===== src/rtl/shifter_arbiter_pkg.sv =====
// Shared encodings and helpers for the two-requester shifter arbiter.
package shifter_arbiter_pkg;

  localparam int unsigned DATA_W = 32;
  localparam int unsigned CNT_W  = 16;

  typedef enum logic [1:0] {
    ARB_IDLE = 2'd0,
    ARB_EXEC = 2'd1,
    ARB_RESP = 2'd2
  } arb_state_e;

  localparam logic CTL_ARITH = 1'b0;
  localparam logic CTL_LOGIC = 1'b1;
  localparam logic CTL_LEFT  = 1'b0;
  localparam logic CTL_RIGHT = 1'b1;

  // Control bits and owner of the operation held between accept and response
  typedef struct packed {
    logic ctl0;
    logic ctl1;
    logic id;
  } op_tag_t;

  function automatic logic [CNT_W-1:0] sat_inc(input logic [CNT_W-1:0] v);
    return (v == {CNT_W{1'b1}}) ? v : v + CNT_W'(1);
  endfunction

endpackage


===== src/rtl/rr_pick2.sv =====
// Two-way round-robin pick: on contention the requester that did not win last time is chosen.
module rr_pick2 (
  input  logic v0,
  input  logic v1,
  input  logic last,
  output logic gnt,
  output logic id
);

  always_comb begin
    gnt = v0 | v1;
    id  = (v0 && v1) ? ~last : v1;
  end

endmodule


===== src/rtl/shifter.sv =====
// Combinational shifter datapath; b is used at full width, so amounts >= WIDTH fully drain or sign-fill.
module shifter
  import shifter_arbiter_pkg::*;
#(
  parameter int unsigned WIDTH = DATA_W
) (
  output logic [WIDTH-1:0] out,
  input  logic [WIDTH-1:0] a,
  input  logic [WIDTH-1:0] b,
  input  logic             ctl0,
  input  logic             ctl1
);

  always_comb begin
    out = a << b;
    if (ctl1 == CTL_LEFT) begin
      out = a << b;
    end else if (ctl0 == CTL_ARITH) begin
      out = WIDTH'($signed(a) >>> b);
    end else begin
      out = a >> b;
    end
  end

endmodule


===== src/rtl/shifter_arbiter.sv =====
// Round-robin arbiter sharing one shifter between two requesters with a tagged registered response.
// Define SHIFTER_ARB_PERF_EN to add saturating per-requester grant counters.
module shifter_arbiter
  import shifter_arbiter_pkg::*;
#(
  parameter int unsigned WIDTH = DATA_W
) (
  input  logic             clk,
  input  logic             reset,
  input  logic             req0_valid,
  output logic             req0_ready,
  input  logic [WIDTH-1:0] req0_a,
  input  logic [WIDTH-1:0] req0_b,
  input  logic             req0_ctl0,
  input  logic             req0_ctl1,
  input  logic             req1_valid,
  output logic             req1_ready,
  input  logic [WIDTH-1:0] req1_a,
  input  logic [WIDTH-1:0] req1_b,
  input  logic             req1_ctl0,
  input  logic             req1_ctl1,
  output logic             rsp_valid,
  input  logic             rsp_ready,
  output logic             rsp_id,
  output logic [WIDTH-1:0] rsp_data
`ifdef SHIFTER_ARB_PERF_EN
  ,
  output logic [CNT_W-1:0] grant_count0,
  output logic [CNT_W-1:0] grant_count1
`endif
);

  arb_state_e       state_q, state_d;
  logic             last_grant_q, last_grant_d;
  logic [WIDTH-1:0] a_q, a_d, b_q, b_d;
  op_tag_t          tag_q, tag_d;
  logic             rsp_valid_q, rsp_valid_d;
  logic             rsp_id_q, rsp_id_d;
  logic [WIDTH-1:0] rsp_data_q, rsp_data_d;
  logic             gnt, gnt_id;
  logic [WIDTH-1:0] shift_out;

  rr_pick2 u_pick (
    .v0   (req0_valid),
    .v1   (req1_valid),
    .last (last_grant_q),
    .gnt  (gnt),
    .id   (gnt_id)
  );

  shifter #(.WIDTH(WIDTH)) u_shifter (
    .out  (shift_out),
    .a    (a_q),
    .b    (b_q),
    .ctl0 (tag_q.ctl0),
    .ctl1 (tag_q.ctl1)
  );

  // Next-state and handshake logic; ready is suppressed while reset is asserted
  always_comb begin
    state_d      = state_q;
    last_grant_d = last_grant_q;
    a_d          = a_q;
    b_d          = b_q;
    tag_d        = tag_q;
    rsp_valid_d  = rsp_valid_q;
    rsp_id_d     = rsp_id_q;
    rsp_data_d   = rsp_data_q;
    req0_ready   = 1'b0;
    req1_ready   = 1'b0;
    unique case (state_q)
      ARB_IDLE: begin
        if (gnt && !reset) begin
          req0_ready   = ~gnt_id;
          req1_ready   = gnt_id;
          a_d          = gnt_id ? req1_a : req0_a;
          b_d          = gnt_id ? req1_b : req0_b;
          tag_d.ctl0   = gnt_id ? req1_ctl0 : req0_ctl0;
          tag_d.ctl1   = gnt_id ? req1_ctl1 : req0_ctl1;
          tag_d.id     = gnt_id;
          last_grant_d = gnt_id;
          state_d      = ARB_EXEC;
        end
      end
      ARB_EXEC: begin
        rsp_data_d  = shift_out;
        rsp_id_d    = tag_q.id;
        rsp_valid_d = 1'b1;
        state_d     = ARB_RESP;
      end
      ARB_RESP: begin
        if (rsp_ready) begin
          rsp_valid_d = 1'b0;
          state_d     = ARB_IDLE;
        end
      end
      default: state_d = ARB_IDLE;
    endcase
  end

  always_ff @(posedge clk) begin
    if (reset) begin
      state_q      <= ARB_IDLE;
      last_grant_q <= 1'b1;
      a_q          <= '0;
      b_q          <= '0;
      tag_q        <= '0;
      rsp_valid_q  <= 1'b0;
      rsp_id_q     <= 1'b0;
      rsp_data_q   <= '0;
    end else begin
      state_q      <= state_d;
      last_grant_q <= last_grant_d;
      a_q          <= a_d;
      b_q          <= b_d;
      tag_q        <= tag_d;
      rsp_valid_q  <= rsp_valid_d;
      rsp_id_q     <= rsp_id_d;
      rsp_data_q   <= rsp_data_d;
    end
  end

  assign rsp_valid = rsp_valid_q;
  assign rsp_id    = rsp_id_q;
  assign rsp_data  = rsp_data_q;

`ifdef SHIFTER_ARB_PERF_EN
  logic [CNT_W-1:0] gcnt0_q, gcnt0_d, gcnt1_q, gcnt1_d;

  always_comb begin
    gcnt0_d = req0_ready ? sat_inc(gcnt0_q) : gcnt0_q;
    gcnt1_d = req1_ready ? sat_inc(gcnt1_q) : gcnt1_q;
  end

  always_ff @(posedge clk) begin
    if (reset) begin
      gcnt0_q <= '0;
      gcnt1_q <= '0;
    end else begin
      gcnt0_q <= gcnt0_d;
      gcnt1_q <= gcnt1_d;
    end
  end

  assign grant_count0 = gcnt0_q;
  assign grant_count1 = gcnt1_q;
`endif

endmodule

===== config.mk =====
export PLATFORM = sky130hd
export DESIGN_NAME = shifter_arbiter
export DESIGN_NICKNAME = d
export VERILOG_FILES = /design/src/rtl/shifter_arbiter_pkg.sv /design/src/rtl/rr_pick2.sv /design/src/rtl/shifter.sv /design/src/rtl/shifter_arbiter.sv
export SDC_FILE = /design/constraint.sdc
export NUM_CORES = 1
export LEC_CHECK = 0
export CORE_MARGIN = 4
export CORE_UTILIZATION = 30
export DETAILED_ROUTE_END_ITERATION = 8
export PLACE_DENSITY = 0.5
export SLEW_MARGIN = 20
export SYNTH_ARGS = -nofsm -noshare
export SYNTH_HDL_FRONTEND = slang
export SYNTH_SLANG_ARGS = --single-unit

===== constraint.sdc =====
create_clock -name clk -period 2.7 [get_ports clk]
set_clock_uncertainty 0.05 [all_clocks]
set_input_delay 0.54 -clock clk [delete_from_list [all_inputs] [get_ports clk]]
set_output_delay 0.54 -clock clk [all_outputs]
set_load 0.1 [all_outputs]

After elaboration in Yosys (flattened, before gate mapping):

Cells that the tools add are included.

* input port bits: 137
* flip-flop bits (word level): 104

* shift-type cells: 3
* eq/ne operators: 4
* bitwise logic cells: 3
* muxes and demuxes: 16
* reductions and logical operators: 8

Operator list (number)
* two-way mux 32 bit: 4
* << shifter 32 x 32 -> 32 bit: 1
* >> shifter 32 x 32 -> 32 bit: 1
* >>> shifter 32 x 32 -> 32 bit: 1
* two-way mux 1 bit: 8
* one-hot mux 2 bit (3 select lines): 1
* AND reduction 2 bit: 3
* two-way mux 2 bit: 2
* != test 2 bit, second input constant: 2
* equality test 2 x 1 -> 1 bit, second input constant: 1
* equality test 2 bit, second input constant: 1
* logical AND 1 bit: 2
* zero test 2 bit: 1
* inverter 1 bit: 2
* one-hot mux 1 bit (2 select lines): 1
* nonzero test 2 bit: 1
* zero test 1 bit: 1
* OR 1 bit: 1

Logic depth before layout (Yosys ltp):

* word-level depth: 5
* gate-level depth with buffers: 11

Hierarchy:

From an unflattened synthesis, not the netlist that was laid out.

* cell total of the unflattened synthesis: 1112
* area total of the unflattened synthesis: 10047.1 um^2

Modules (own cells, without submodules)
* shifter: sequential area each 0.0 um^2, instances 1, cells each 651, area each 5467.7 um^2
* shifter_arbiter: sequential area each 2082.0 um^2, instances 1, cells each 459, area each 4565.6 um^2
* rr_pick2: sequential area each 0.0 um^2, instances 1, cells each 2, area each 13.8 um^2

Least setup slack after synthesis:

No wires, ideal clock.

* path kind: input port to output port
* start point: input port req1_valid
* end point: output port req0_ready
* stages: 5
* data arrival time: 2.567 ns
* slack: -0.457 ns
* path buffers: 3
* data required time: 2.110 ns
* cell sequence: a21boi_0 clkbuf_1 buf_1 buf_2 nor2_1

* cells in the longest elaborated chain, start to end: 5
* elaborated cells on any way between the ends: 7

Ends and longest elaborated chain
* from (decl): RTL line shifter_arbiter.sv:16 `input logic req1_valid,`
* logical AND 1 bit: RTL line rr_pick2.sv:12 `id = (v0 && v1) ? ~last : v1;`
* two-way mux 1 bit: RTL line rr_pick2.sv:12
* inverter 1 bit: RTL line shifter_arbiter.sv:74 `req0_ready = ~gnt_id;`
* two-way mux 1 bit *: RTL line shifter_arbiter.sv:73 `if (gnt && !reset) begin`
* two-way mux 1 bit *: RTL line shifter_arbiter.sv:71 `unique case (state_q)`
* to (decl): RTL line shifter_arbiter.sv:11 `output logic req0_ready,`

Every way passes the cells marked *; elsewhere a longest branch is shown, timed or not.

Worst setup path in the final report:

* start point: register b_q[2]
* end point: register rsp_data_q[23], in the netlist rsp_data[23]

* cells in the longest elaborated chain, start to end: 3
* elaborated cells on any way between the ends: 5

Ends and longest elaborated chain
* from (decl): RTL line shifter_arbiter.sv:35 `logic [WIDTH-1:0] a_q, a_d, b_q, b_d;`
* from (signal assigned): RTL line shifter_arbiter.sv:106 `b_q <= '0;`
* from (signal assigned): RTL line shifter_arbiter.sv:115 `b_q <= b_d;`
* >>> shifter 32 x 32 -> 32 bit or >> shifter 32 x 32 -> 32 bit (tied branches): RTL line shifter.sv:19, shifter.sv:21
* two-way mux 32 bit: RTL line shifter.sv:18 `end else if (ctl0 == CTL_ARITH) begin`
* two-way mux 32 bit *: RTL line shifter.sv:16 `if (ctl1 == CTL_LEFT) begin`
* to (signal assigned): RTL line shifter_arbiter.sv:119 `rsp_data_q <= rsp_data_d;`
* to (decl): RTL line shifter_arbiter.sv:39 `logic [WIDTH-1:0] rsp_data_q, rsp_data_d;`

Marks and branches as above.
A chain may end at the register's enable or synchronous reset.

==> summary.txt <==
Place
  • I/O Buffers: 172
  • DP Worst Slack: -0.343 ns
  • Routability Congestion: 1.03
  • Post-DP HPWL: 38000 um

Layout
  • Layout net count: 1655
  • Sequential Area: 2100 um2
  • Area of the multi-input gates: 6730 um2
  • Area grow syn2layout: 46.3%
  • Fill cells: 3180
  • Antenna cell count: 0
  • Layout cells sized above 1: 30.4%
  • Fin util: 44.5%

Logic synthesis
  • Post-synth top area share: 22.4%
  • Synthesis Warnings: 0
  • Top cells by count, synth: 187 x nor2_1, 137 x mux2i_1, 104 x dfxtp_1
  • Dominant cell type by area after synthesis: dfxtp_1
  • Ranking of synthesized cells by area: dfxtp_1 22%, mux2i_1 15%, nor2_1 7.5%
  • Yosys cell types: 80
  • Avg Synthesized Cell Area: 7.93 um2
  • Seq/Total Area, Yosys: 22.4%
  • Count leader, synth: nor2_1
  • Number of synthesized flops with an enable pin: 0
  • Mapped Cells: 1174
  • Async set-reset flop share out of synthesis: 0%
  • Synthesized net count: 1311
  • Primary FF master, synth: dfxtp_1
  • Synthesized flop and latch total: 104
  • Mapped Area: 9320 um2

Global routing
  • Vias in the first global route: 10600
  • Global-route wire length before repair: 69300 um
  • Initial antenna violation count: 0
  • GRT overflow: 0
  • Largest net degree at the start of global routing: 69
  • GRT Total Usage: 27.0%

Setup path
  • WS Path Type: reg2reg
  • CP max FO: 13
  • CP Capture Type: register
  • Crit path arrival time: 2.95 ns
  • Required time of the critical path: 2.94 ns
  • CP startpoint kind: register

STA
  • Tmin final: 2.70 ns
  • Hold Slack: 0.416 ns
  • Pins over their slew limit: 0
  • Highest clock rate: 370 MHz
  • RSZ-0062 raised after global routing: true
  • Post-route setup slack: -0.00459 ns
  • Final hold violation count: 0
  • Worst-Margin Slew: 0.720 ns
  • Final-report setup violation count: 1
  • Rel. slew slack: 51.5%
  • Period utilization: 100%

Routing
  • DRT Wirelength: 47300 um
  • Vias per cell: 5.77
  • TritonRoute pass-1 iters: 5
  • WL met1: 20900 um
  • DRC viols: 0
  • Initial DRC Count: 1073
  • Vias post-DR: 11100
  • DR WL met2: 20900 um
  • Met3 routed WL: 3620 um
  • Antenna-violating nets left: 0
  • Wire per inst: 24.7 um
  • Top layer in use: met4

Clock tree
  • CTS clk-pin slew, worst paths: 0.08 ns
  • Post-CTS Hold Buffers: 0
  • Clk Latency, worst-skew pair: 0.38 ns
  • CTS Buf Count: 9
  • TritonCTS Sinks: 104
  • Depth of the CTS H-tree: 3
  • CTS tree: built
  • Root Driver: clkbuf_16
  • CTS Buffer Depth: 2

Power
  • Leak: 5.20 nW
  • Pwr dens: 496 nW/um2
  • VDD IR max: 0.365 mV

Floorplan
  • Die Y: 184 um
  • Starting Density: 30.5%
  • Die X: 184 um
  • IO Pins: 173
  • Core area: 30600 um2
  • # rows: 64
  • Die ar.: 33900 um2

Hold path
  • Hold Crit Class: reg2reg

Outcome
  • Failing checks: negative setup slack
  • Status: finished with violations

Flow run
  • Max-cap violation count: 0
layer usage:
layer  up-vias  track usage [%]
li1       5155                -
met1      5279             37.4
met2       533             42.4
met3       115             4.91
met4         0             9.44
met5         -                0
logic make-up (layout without fill, tap and decap cells):
family	after synthesis	after routing	share of synthesized area, %
multiplexers	201	201	24.9
buffers and inverters	136	485	7.00
AND/OR/NAND/NOR	393	393	19.9
flip-flops	104	104	22.4
AO/OA/AOI/OAI	340	340	25.9
area by class of cell:
type	count	share of cell area (%)
clock buffer	9	1.65
multi-input combinational	934	49.4
sequential	104	15.4
clock inverter	7	0.551
timing repair buffer	457	29.0
inverter	12	0.349
tap	396	3.64
through the flow:
stage | total power, W | std cells | cell area, um2 | TNS (ns)
after global placement | 0.00524 | 1895 | 13100 | -0.568
after global routing | 0.00704 | 1919 | 13600 | -0.147
after floorplan | 0.00368 | 1174 | 9320 | 0
final | 0.00676 | 1919 | 13600 | -0.00459
after CTS | 0.00668 | 1915 | 13500 | 0
after detailed placement | 0.00524 | 1895 | 13100 | -0.680
critical path, stage by stage, from the launching register on:
cell and delay [ns]:
dfxtp_4 0.42, buf_4 0.16, mux2i_2 0.17, buf_4 0.16, mux4_2 0.53, or3_1 0.46, a31oi_2 0.30, a221oi_1 0.10
a211oi_1 0.26
layout by cell type, fill, tap and decap left out, types with 12 or more instances in the layout:
master and instances:
nor3_1 28, buf_4 306, nor2_1 186, dfxtp_1 99, nand3_1 24, a211oi_1 91
clkdlybuf4s50_1 135, o21ai_0 44, mux2i_1 134, nand2_1 73, a311oi_1 14, mux2_2 44
buf_12 14, a21oi_1 46, mux4_2 20, a31oi_1 12
registers in the layout, summed over array words and instances, names as in the netlist:
name / count
rsp_id: 1
b_q: 32
rsp_data: 32
state_q: 2
a_q: 32
rsp_valid: 1
tag_q: 3
last_grant_q: 1
power by group:
| group | switching [W] | internal (W) |
|---|---|---|
| Sequential | 0.000189 | 0.00168 |
| Clock | 0.000744 | 0.000667 |
| Combinational | 0.00200 | 0.00148 |
| Total | 0.00293 | 0.00383 |
path summary, 6_finish.rpt:
path | from | to | slack (ns) | depth (start not counted)
setup / recovery | b_q[2]$_SDFFE_PP0P_ | rsp_data[23]$_SDFFE_PP0P_ | -0.005 | 8
hold / removal | rsp_id$_SDFFE_PP0P_ | rsp_id$_SDFFE_PP0P_ | 0.42 | 2
setup reg to reg | b_q[2]$_SDFFE_PP0P_ | rsp_data[23]$_SDFFE_PP0P_ | -0.005 | 8
hold reg to reg | rsp_id$_SDFFE_PP0P_ | rsp_id$_SDFFE_PP0P_ | 0.42 | 2
repair_timing:
item                       4_1_cts  5_1_grt
setup buffers                    4        4
gates resized for setup          8       30
cloned                           0        0
hold endpoints to repair         0        0
pin swaps                        3        6
setup endpoints to repair        8       25
Note: power is estimated with default switching activity, not from simulation.
